## src/rtl/axi_lite_pkg.sv

```systemverilog
// Shared AXI4-Lite constants and the bridge FSM state encoding.
package axi_lite_pkg;

    localparam logic [1:0] RESP_OKAY   = 2'b00;
    localparam logic [1:0] RESP_EXOKAY = 2'b01;
    localparam logic [1:0] RESP_SLVERR = 2'b10;
    localparam logic [1:0] RESP_DECERR = 2'b11;

    localparam logic [2:0] PROT_INST = 3'b100;
    localparam logic [2:0] PROT_DATA = 3'b000;

    typedef enum logic [2:0] {
        IDLE,
        AR,
        R,
        AWW,
        B,
        DONE
    } state_t;

endpackage

```

## src/rtl/axi_lite_master_bridge_if.sv

```systemverilog
// AXI4-Lite bus bundle; the bridge connects through the master modport.
interface axi_lite_master_bridge_if #(
    parameter int ADDR_WIDTH = 32,
    parameter int DATA_WIDTH = 32
);
    localparam int STRB_WIDTH = DATA_WIDTH / 8;

    logic [ADDR_WIDTH-1:0] m_awaddr;
    logic [2:0]            m_awprot;
    logic                  m_awvalid;
    logic                  m_awready;
    logic [DATA_WIDTH-1:0] m_wdata;
    logic [STRB_WIDTH-1:0] m_wstrb;
    logic                  m_wvalid;
    logic                  m_wready;
    logic [1:0]            m_bresp;
    logic                  m_bvalid;
    logic                  m_bready;
    logic [ADDR_WIDTH-1:0] m_araddr;
    logic [2:0]            m_arprot;
    logic                  m_arvalid;
    logic                  m_arready;
    logic [DATA_WIDTH-1:0] m_rdata;
    logic [1:0]            m_rresp;
    logic                  m_rvalid;
    logic                  m_rready;

    modport master (
        output m_awaddr, m_awprot, m_awvalid, m_wdata, m_wstrb, m_wvalid, m_bready,
               m_araddr, m_arprot, m_arvalid, m_rready,
        input  m_awready, m_wready, m_bresp, m_bvalid, m_arready, m_rdata, m_rresp, m_rvalid
    );

    modport slave (
        input  m_awaddr, m_awprot, m_awvalid, m_wdata, m_wstrb, m_wvalid, m_bready,
               m_araddr, m_arprot, m_arvalid, m_rready,
        output m_awready, m_wready, m_bresp, m_bvalid, m_arready, m_rdata, m_rresp, m_rvalid
    );

endinterface

```

## src/rtl/axi_lite_arbiter.sv

```systemverilog
// Two-way grant between fetch and data ports with a last-grant register.
module axi_lite_arbiter #(
    parameter int ARB_MODE = 0
) (
    input  logic clk,
    input  logic rst,
    input  logic inst_req,
    input  logic data_req,
    input  logic take,
    output logic gnt_data
);

    logic last_data;

    // Round-robin only matters on a tie; a lone requester always wins.
    always_comb begin
        gnt_data = data_req;
        if (ARB_MODE == 1 && inst_req && data_req)
            gnt_data = ~last_data;
    end

    always_ff @(posedge clk or negedge rst) begin
        if (!rst)
            last_data <= 1'b0;
        else if (take)
            last_data <= gnt_data;
    end

endmodule

```

## src/rtl/axi_lite_master_bridge.sv

```systemverilog
// Bridges the core fetch and load/store ports onto one AXI4-Lite master, one transaction at a time.
module axi_lite_master_bridge
    import axi_lite_pkg::*;
#(
    parameter int ADDR_WIDTH = 32,
    parameter int DATA_WIDTH = 32,
    parameter int ARB_MODE   = 0,
    localparam int STRB_WIDTH = DATA_WIDTH / 8
) (
    input  logic                  clk,
    input  logic                  rst,
    input  logic                  inst_req_i,
    input  logic [ADDR_WIDTH-1:0] inst_addr_i,
    output logic [DATA_WIDTH-1:0] inst_rdata_o,
    output logic                  inst_done_o,
    output logic                  inst_err_o,
    input  logic                  data_req_i,
    input  logic                  data_we_i,
    input  logic [STRB_WIDTH-1:0] data_sel_i,
    input  logic [ADDR_WIDTH-1:0] data_addr_i,
    input  logic [DATA_WIDTH-1:0] data_wdata_i,
    output logic [DATA_WIDTH-1:0] data_rdata_o,
    output logic                  data_done_o,
    output logic                  data_err_o,
    axi_lite_master_bridge_if.master axi
);

    state_t                state, state_nxt;
    logic                  gnt_data, any_req, take;
    logic                  port_data, aw_done, w_done, err;
    logic [ADDR_WIDTH-1:0] addr;
    logic [DATA_WIDTH-1:0] wdata;
    logic [STRB_WIDTH-1:0] sel;

    assign any_req = inst_req_i | data_req_i;
    assign take    = (state == IDLE) && any_req;

    axi_lite_arbiter #(.ARB_MODE(ARB_MODE)) u_arb (
        .clk      (clk),
        .rst      (rst),
        .inst_req (inst_req_i),
        .data_req (data_req_i),
        .take     (take),
        .gnt_data (gnt_data)
    );

    always_ff @(posedge clk or negedge rst) begin
        if (!rst) state <= IDLE;
        else      state <= state_nxt;
    end

    // AW and W move independently; B is entered once both have been accepted.
    always_comb begin
        state_nxt = state;
        unique case (state)
            IDLE: if (any_req) state_nxt = (gnt_data && data_we_i) ? AWW : AR;
            AR:   if (axi.m_arready) state_nxt = R;
            R:    if (axi.m_rvalid) state_nxt = DONE;
            AWW:  if ((aw_done || axi.m_awready) && (w_done || axi.m_wready)) state_nxt = B;
            B:    if (axi.m_bvalid) state_nxt = DONE;
            DONE: state_nxt = IDLE;
            default: state_nxt = IDLE;
        endcase
    end

    always_ff @(posedge clk or negedge rst) begin
        if (!rst) begin
            port_data    <= 1'b0;
            addr         <= '0;
            wdata        <= '0;
            sel          <= '0;
            aw_done      <= 1'b0;
            w_done       <= 1'b0;
            err          <= 1'b0;
            inst_rdata_o <= '0;
            data_rdata_o <= '0;
        end else begin
            unique case (state)
                IDLE: if (any_req) begin
                    port_data <= gnt_data;
                    addr      <= gnt_data ? data_addr_i : inst_addr_i;
                    wdata     <= gnt_data ? data_wdata_i : '0;
                    sel       <= gnt_data ? data_sel_i : '0;
                    aw_done   <= 1'b0;
                    w_done    <= 1'b0;
                    err       <= 1'b0;
                end
                R: if (axi.m_rvalid) begin
                    err <= (axi.m_rresp != RESP_OKAY);
                    if (port_data) data_rdata_o <= axi.m_rdata;
                    else           inst_rdata_o <= axi.m_rdata;
                end
                AWW: begin
                    if (axi.m_awvalid && axi.m_awready) aw_done <= 1'b1;
                    if (axi.m_wvalid && axi.m_wready)   w_done  <= 1'b1;
                end
                B: if (axi.m_bvalid) err <= (axi.m_bresp != RESP_OKAY);
                default: ;
            endcase
        end
    end

    assign axi.m_araddr  = addr;
    assign axi.m_arprot  = port_data ? PROT_DATA : PROT_INST;
    assign axi.m_arvalid = (state == AR);
    assign axi.m_rready  = (state == R);
    assign axi.m_awaddr  = addr;
    assign axi.m_awprot  = PROT_DATA;
    assign axi.m_awvalid = (state == AWW) && !aw_done;
    assign axi.m_wdata   = wdata;
    assign axi.m_wstrb   = sel;
    assign axi.m_wvalid  = (state == AWW) && !w_done;
    assign axi.m_bready  = (state == B);

    assign inst_done_o = (state == DONE) && !port_data;
    assign data_done_o = (state == DONE) && port_data;
    assign inst_err_o  = inst_done_o && err;
    assign data_err_o  = data_done_o && err;

endmodule

```

## src/flat_wrapper.sv

```systemverilog
// flat-port wrapper written by rule: the top's interface ports become plain ports
module axi_lite_master_bridge_flat import axi_lite_pkg::*;
#(
    parameter int ADDR_WIDTH = 32,
    parameter int DATA_WIDTH = 32,
    parameter int ARB_MODE   = 0,
    localparam int STRB_WIDTH = DATA_WIDTH / 8
)
  (clk, rst, inst_req_i, inst_addr_i, inst_rdata_o, inst_done_o, inst_err_o, data_req_i, data_we_i, data_sel_i, data_addr_i, data_wdata_i, data_rdata_o, data_done_o, data_err_o, axi_m_awaddr, axi_m_awprot, axi_m_awvalid, axi_m_wdata, axi_m_wstrb, axi_m_wvalid, axi_m_bready, axi_m_araddr, axi_m_arprot, axi_m_arvalid, axi_m_rready, axi_m_awready, axi_m_wready, axi_m_bresp, axi_m_bvalid, axi_m_arready, axi_m_rdata, axi_m_rresp, axi_m_rvalid);
  axi_lite_master_bridge_if #(.ADDR_WIDTH(ADDR_WIDTH), .DATA_WIDTH(DATA_WIDTH)) axi_i ();
  input  logic clk;
  input  logic rst;
  input  logic inst_req_i;
  input  logic [ADDR_WIDTH-1:0] inst_addr_i;
  output logic [DATA_WIDTH-1:0] inst_rdata_o;
  output logic inst_done_o;
  output logic inst_err_o;
  input  logic data_req_i;
  input  logic data_we_i;
  input  logic [STRB_WIDTH-1:0] data_sel_i;
  input  logic [ADDR_WIDTH-1:0] data_addr_i;
  input  logic [DATA_WIDTH-1:0] data_wdata_i;
  output logic [DATA_WIDTH-1:0] data_rdata_o;
  output logic data_done_o;
  output logic data_err_o;
  output wire logic [$bits(axi_i.m_awaddr)-1:0] axi_m_awaddr;
  output wire logic [$bits(axi_i.m_awprot)-1:0] axi_m_awprot;
  output wire logic [$bits(axi_i.m_awvalid)-1:0] axi_m_awvalid;
  output wire logic [$bits(axi_i.m_wdata)-1:0] axi_m_wdata;
  output wire logic [$bits(axi_i.m_wstrb)-1:0] axi_m_wstrb;
  output wire logic [$bits(axi_i.m_wvalid)-1:0] axi_m_wvalid;
  output wire logic [$bits(axi_i.m_bready)-1:0] axi_m_bready;
  output wire logic [$bits(axi_i.m_araddr)-1:0] axi_m_araddr;
  output wire logic [$bits(axi_i.m_arprot)-1:0] axi_m_arprot;
  output wire logic [$bits(axi_i.m_arvalid)-1:0] axi_m_arvalid;
  output wire logic [$bits(axi_i.m_rready)-1:0] axi_m_rready;
  input wire logic [$bits(axi_i.m_awready)-1:0] axi_m_awready;
  input wire logic [$bits(axi_i.m_wready)-1:0] axi_m_wready;
  input wire logic [$bits(axi_i.m_bresp)-1:0] axi_m_bresp;
  input wire logic [$bits(axi_i.m_bvalid)-1:0] axi_m_bvalid;
  input wire logic [$bits(axi_i.m_arready)-1:0] axi_m_arready;
  input wire logic [$bits(axi_i.m_rdata)-1:0] axi_m_rdata;
  input wire logic [$bits(axi_i.m_rresp)-1:0] axi_m_rresp;
  input wire logic [$bits(axi_i.m_rvalid)-1:0] axi_m_rvalid;
  assign axi_m_awaddr = axi_i.m_awaddr;
  assign axi_m_awprot = axi_i.m_awprot;
  assign axi_m_awvalid = axi_i.m_awvalid;
  assign axi_m_wdata = axi_i.m_wdata;
  assign axi_m_wstrb = axi_i.m_wstrb;
  assign axi_m_wvalid = axi_i.m_wvalid;
  assign axi_m_bready = axi_i.m_bready;
  assign axi_m_araddr = axi_i.m_araddr;
  assign axi_m_arprot = axi_i.m_arprot;
  assign axi_m_arvalid = axi_i.m_arvalid;
  assign axi_m_rready = axi_i.m_rready;
  assign axi_i.m_awready = axi_m_awready;
  assign axi_i.m_wready = axi_m_wready;
  assign axi_i.m_bresp = axi_m_bresp;
  assign axi_i.m_bvalid = axi_m_bvalid;
  assign axi_i.m_arready = axi_m_arready;
  assign axi_i.m_rdata = axi_m_rdata;
  assign axi_i.m_rresp = axi_m_rresp;
  assign axi_i.m_rvalid = axi_m_rvalid;
  axi_lite_master_bridge #(.ADDR_WIDTH(ADDR_WIDTH), .DATA_WIDTH(DATA_WIDTH), .ARB_MODE(ARB_MODE)) u_core (.clk(clk), .rst(rst), .inst_req_i(inst_req_i), .inst_addr_i(inst_addr_i), .inst_rdata_o(inst_rdata_o), .inst_done_o(inst_done_o), .inst_err_o(inst_err_o), .data_req_i(data_req_i), .data_we_i(data_we_i), .data_sel_i(data_sel_i), .data_addr_i(data_addr_i), .data_wdata_i(data_wdata_i), .data_rdata_o(data_rdata_o), .data_done_o(data_done_o), .data_err_o(data_err_o), .axi(axi_i));
endmodule
```

## config.mk

```make
export PLATFORM = sky130hd
export DESIGN_NAME = axi_lite_master_bridge_flat
export DESIGN_NICKNAME = d
export VERILOG_FILES = /design/src/rtl/axi_lite_pkg.sv /design/src/rtl/axi_lite_master_bridge_if.sv /design/src/rtl/axi_lite_arbiter.sv /design/src/rtl/axi_lite_master_bridge.sv /design/src/flat_wrapper.sv
export SDC_FILE = /design/constraint.sdc
export NUM_CORES = 1
export LEC_CHECK = 0
export BUFFER_PORTS_ARGS = -buffer_cell sky130_fd_sc_hd__buf_2
export CAP_MARGIN = 10
export CORE_MARGIN = 4
export CORE_UTILIZATION = 35
export CTS_BUF_LIST = sky130_fd_sc_hd__clkbuf_4 sky130_fd_sc_hd__clkbuf_8 sky130_fd_sc_hd__clkbuf_16
export CTS_CLUSTER_DIAMETER = 40
export DETAILED_ROUTE_END_ITERATION = 7
export PLACE_DENSITY_LB_ADDON = 0.3
export SLEW_MARGIN = 20
export SYNTH_ARGS = -nofsm -noshare
export SYNTH_HDL_FRONTEND = slang
export SYNTH_SLANG_ARGS = --single-unit
```

## constraint.sdc

```tcl
create_clock -name clk -period 2.3 [get_ports clk]
set_clock_uncertainty 0.15 [all_clocks]
set_input_delay 0.46 -clock clk [delete_from_list [all_inputs] [get_ports clk]]
set_output_delay 0.46 -clock clk [all_outputs]
set_load 0.02 [all_outputs]
```

[After elaboration in Yosys (flattened, before gate mapping)]
Cells that the tools add are included.
Storage, ports and cells
  bits of input ports: 146
  word-level logic and storage cells: 70
  register bits: 139
  output and inout port bits: 179
Operators by class
  eq/ne operators: 12
  bitwise operators: 2
  multiplexer cells: 19
  reductions and logical operators: 27
Operator list (number)
  32-bit 2-to-1 mux: 2
  3-bit 2-to-1 mux: 6
  3-bit case mux with 5 select lines: 1
  2-bit by 1-bit inequality test with 1-bit output (second input constant): 7
  3-bit AND reduction: 4
  1-bit logical AND: 10
  3-bit by 2-bit equality test with 1-bit output (second input constant): 2
  3-bit equality test (second input constant): 2
  2-bit nonzero test: 3
  1-bit 2-to-1 mux: 5
  5-bit AND reduction: 1
  4-bit 2-to-1 mux: 1
  1-bit case mux with 2 select lines: 2
  4-bit AND reduction: 1
  3-bit by 1-bit equality test with 1-bit output (second input constant): 1
  1-bit zero test: 3
  3-bit zero test: 1
  1-bit case mux with 3 select lines: 1
  3-bit nonzero test: 1
  1-bit logical OR: 2
  2-bit 2-to-1 mux: 1
  2-bit AND reduction: 1
  1-bit inverter: 1
  1-bit OR: 1

[Longest topological paths before layout]
  word-level depth: 5
  depth in mapped cells: 7
  depth with buffers taken out: 4

[By module]
Synthesis repeated with hierarchy kept, for this count alone.
Second synthesis, totals
  cells, all modules: 523
  area, all modules: 6198.4 um2
By module, submodules not included
  axi_lite_master_bridge: cells each 522, instances 1, sequential area each 3478.3 um2, area an instance 6190.9 um2
  axi_lite_arbiter: cells each 1, instances 1, sequential area each 0.0 um2, area an instance 7.5 um2

[Worst setup path before layout]
OpenSTA, ideal clock, no wires.
  path kind: flip-flop to output port
  start point: reg u_core.state[0]
  end point: out inst_err_o
  path buffers: 2
  slack: 0.233 ns
  required time: 1.690 ns
  stages on the path, launching flop included: 6
  data arrival time: 1.457 ns
  cells stage by stage: dfrtp_1 > buf_2 > buf_1 > nand2_1 > nor2_1 > and2_1
On the way
  cells in the longest elaborated chain, start to end: 3
Ends and longest elaborated chain
  start, declared: RTL line axi_lite_master_bridge.sv:28  | state_t state, state_nxt;
  start signal, assigned: RTL line axi_lite_master_bridge.sv:49  | else state <= state_nxt;
  3-bit equality test: RTL line axi_lite_master_bridge.sv:115  | assign inst_done_o = (state == DONE) && !port_data;
  1-bit logical AND: RTL line axi_lite_master_bridge.sv:115
  via inst_done_o: RTL line flat_wrapper.sv:16  | output logic inst_done_o;
  1-bit logical AND: RTL line axi_lite_master_bridge.sv:117  | assign inst_err_o = inst_done_o && err;
  end, declared: RTL line flat_wrapper.sv:17  | output logic inst_err_o;
The timed path passes the listed nets, and every way through them passes these cells.

[Final worst setup path]
  start point: reg u_core.state[1]
  end point: out inst_err_o
On the way
  cells in the longest elaborated chain, start to end: 3
Ends and longest elaborated chain (RTL line)
  3-bit equality test: axi_lite_master_bridge.sv:115
  1-bit logical AND: axi_lite_master_bridge.sv:115
  1-bit logical AND: axi_lite_master_bridge.sv:117
No other way between the ends.

==> results.json <==
{
  "dpl_cell_area_mm2": 0.007521,
  "portBuffers": 319,
  "clock_path_buffers": 2,
  "final_common_cell": "buf_2",
  "tightest_slew_ns": 0.5701,
  "synth_flop_cell": "dfrtp_1",
  "end_kind": "primary output",
  "clkSlewWorstSetupHoldPaths_ns": 0.06,
  "die_height_um": 137.8,
  "yosysWarnings": 0,
  "grt_pass1_wl_mm": 23.96,
  "postSynthAreaPerCell_um2": 12.83,
  "die_w_um": 137.8,
  "path_cells": "buf_4 > nor2b_4 > nand2_4 > nor2_4 > and2_1 > buf_4",
  "worst_path_dominant_cell_family": "simple AND/OR/NAND/NOR gates",
  "cts_tree": "yes",
  "drt-total-wl_mm": 15.92,
  "hold_viol": 0,
  "min_path_type": "in -> reg",
  "fin_nets": 897,
  "post-route-period-util": 0.9502,
  "postSynthRegisterBits": 139,
  "rows": 47,
  "path_buf_inv": 2,
  "holdWs_ns": 0.1124,
  "synth_cell_types": 31,
  "critPathArrivalTime_ns": 1.58,
  "cts_made_buffers": 17,
  "rrSetupSlack_ns": 0.23,
  "pre_cts_slack_ns": 0.2100,
  "vias": 4526,
  "synth_cells": 460,
  "initial_core_util": 0.3571,
  "ant_nets": 0,
  "period_needed_ns": 2.186,
  "synth_edf_count": 0,
  "grt_pass1_vias": 4752,
  "synthesis.area_mm2": 0.005901,
  "drtPass1Iterations": 4,
  "drt-initial-drc-count": 124,
  "irDropWorstVdd_uv": 650.9,
  "grt_util_all_layers": 0.1622,
  "drive_gt1_frac": 0.5694,
  "cellLeakagePower_nw": 4.337,
  "viasPerCell": 4.595,
  "die_area_mm2": 0.01900,
  "fillers": 1509,
  "critPathRequiredTime_ns": 1.69,
  "slew_headroom": 0.6199,
  "antenna_found_initial": 0,
  "worst_path_largest_cell_delay_ns": 0.40,
  "tns_ns": 0,
  "final_area_mm2": 0.008179,
  "clock_latency_ns": 0.41,
  "h-tree-depth": 4,
  "cp_max_fo": 9,
  "grt_max_degree": 84,
  "hpwl_mm": 12.16,
  "status": "finished clean",
  "finalSetupViolations": 0,
  "final_cell_mix": "buf_2, dfrtp_1, mux2_2",
  "area_growth_pct": 38.61,
  "criticalPathCategory": "reg -> out",
  "fin_ws_ns": 0.1145,
  "power_density_mw_per_mm2": 1541,
  "total_power_mw": 12.60,
  "core-area_mm2": 0.01652,
  "cp-start-kind": "register",
  "rsz0062_at_grt": "false",
  "ios": 325,
  "cts_root_buffer": "clkbuf_16",
  "wire_per_inst_um": 16.16,
  "drc": 0,
  "worst_path_max_delay_cell": "dfrtp_2",
  "async_flop_share": 1.000,
  "crit_top_cell": "buf_4",
  "slew_viol_final": 0,
  "drv_cap": 0,
  "gp_congestion": 0.7443,
  "clock-sinks": 139,
  "overflow": 0,
  "ys_seq_area_frac": 0.5895,
  "fmax_mhz": 457.6
}
-- what timing repair did --
action / CTS / global route
hold buffers: 1 / 0
setup buffers: 1 / 0
gates resized for setup: 5 / 8
endpoints found under the hold margin: 46 / 0
pin swaps: 1 / 1
setup endpoints to repair: 4 / 3
-- state kept, by name, indices dropped and copies added, names as in the netlist --
register,cells
u_core.state,3
u_core.axi.m_wdata,32
u_core.err,1
u_core.axi.m_araddr,32
u_core.axi.m_wstrb,4
u_core.data_rdata_o,32
u_core.aw_done,1
u_core.inst_rdata_o,32
u_core.port_data,1
u_core.w_done,1
-- per-layer routing --
layer,part of all wire,GRT usage,vias up
met1,0.38,0.1868,2165
met2,0.53,0.2861,184
met5,0,0,-
met4,0.013,0.05488,0
met3,0.080,0.04967,16
li1,-,-,2161
-- final timing paths --
path	depth (start not counted)	from	to
max in group asynchronous	3	rst	u_core.data_rdata_o[24]
worst min register to register	1	u_core.data_rdata_o[4]	u_core.data_rdata_o[4]
worst max-delay path	6	u_core.state[1]	inst_err_o
min in group asynchronous	2	rst	u_core.data_rdata_o[2]
worst max register to register	4	u_core.state[1]	u_core.axi.m_wstrb[0]
worst min-delay path	2	data_wdata_i[13]	u_core.axi.m_wdata[13]
-- Yosys cell counts, types with 3 or more instances --
master | instances | area [um^2]
a21oi_1 | 7 | 35.03
nor2b_1 | 6 | 37.54
mux2i_1 | 33 | 330.3
mux2_1 | 3 | 33.78
buf_2 | 18 | 90.09
a22o_1 | 36 | 315.3
nor2_1 | 12 | 45.04
nand2_1 | 39 | 146.4
mux2_2 | 62 | 698.2
clkbuf_1 | 4 | 15.01
buf_6 | 4 | 45.04
o21ai_0 | 34 | 170.2
buf_4 | 39 | 292.8
dfrtp_1 | 139 | 3478
and2_1 | 3 | 18.77
or3_1 | 3 | 18.77
-- metrics by stage --
stage                 util  std cells
finish              0.4950        985
detailed placement  0.4551        950
global route        0.4948        984
floorplan                -        464
global placement    0.4551        950
CTS                 0.4929        984
-- report_power, final --
| group | internal [mW] | switching (mW) |
|---|---|---|
| clock | 1.63 | 1.10 |
| combinational | 2.16 | 3.43 |
| sequential | 3.60 | 0.677 |
-- worst reg2reg max path, delay by kind of cell (launching register included) --
kind	cells	cell delay [ns]
AOI/OAI and AO/OA	1	0.31
and+or+nand+nor	1	0.70
buffers and inverters	2	0.38
DFF	1	0.40
-- cell type report --
cell class | count | area (um^2) | share of cell area
Antenna cell | 1 | 2.502 | 0.0003060
Clock inverter | 14 | 162.7 | 0.01989
Inverter | 2 | 7.507 | 0.0009179
Tap cell | 220 | 275.3 | 0.03365
Multi-Input combinational cell | 257 | 2017 | 0.2466
Sequential cell | 139 | 3480 | 0.4254
Timing Repair Buffer | 334 | 1802 | 0.2203
Clock buffer | 18 | 432.9 | 0.05293
-- kinds of logic after synthesis --
kind of cell / share of synthesized area
AO/OA/AOI/OAI: 0.09775
flip-flops: 0.5895
multiplexers: 0.1800
AND/OR/NAND/NOR: 0.05513
other: 0.0006355
buffers and inverters: 0.07697
(Power assumes the default switching activity.)
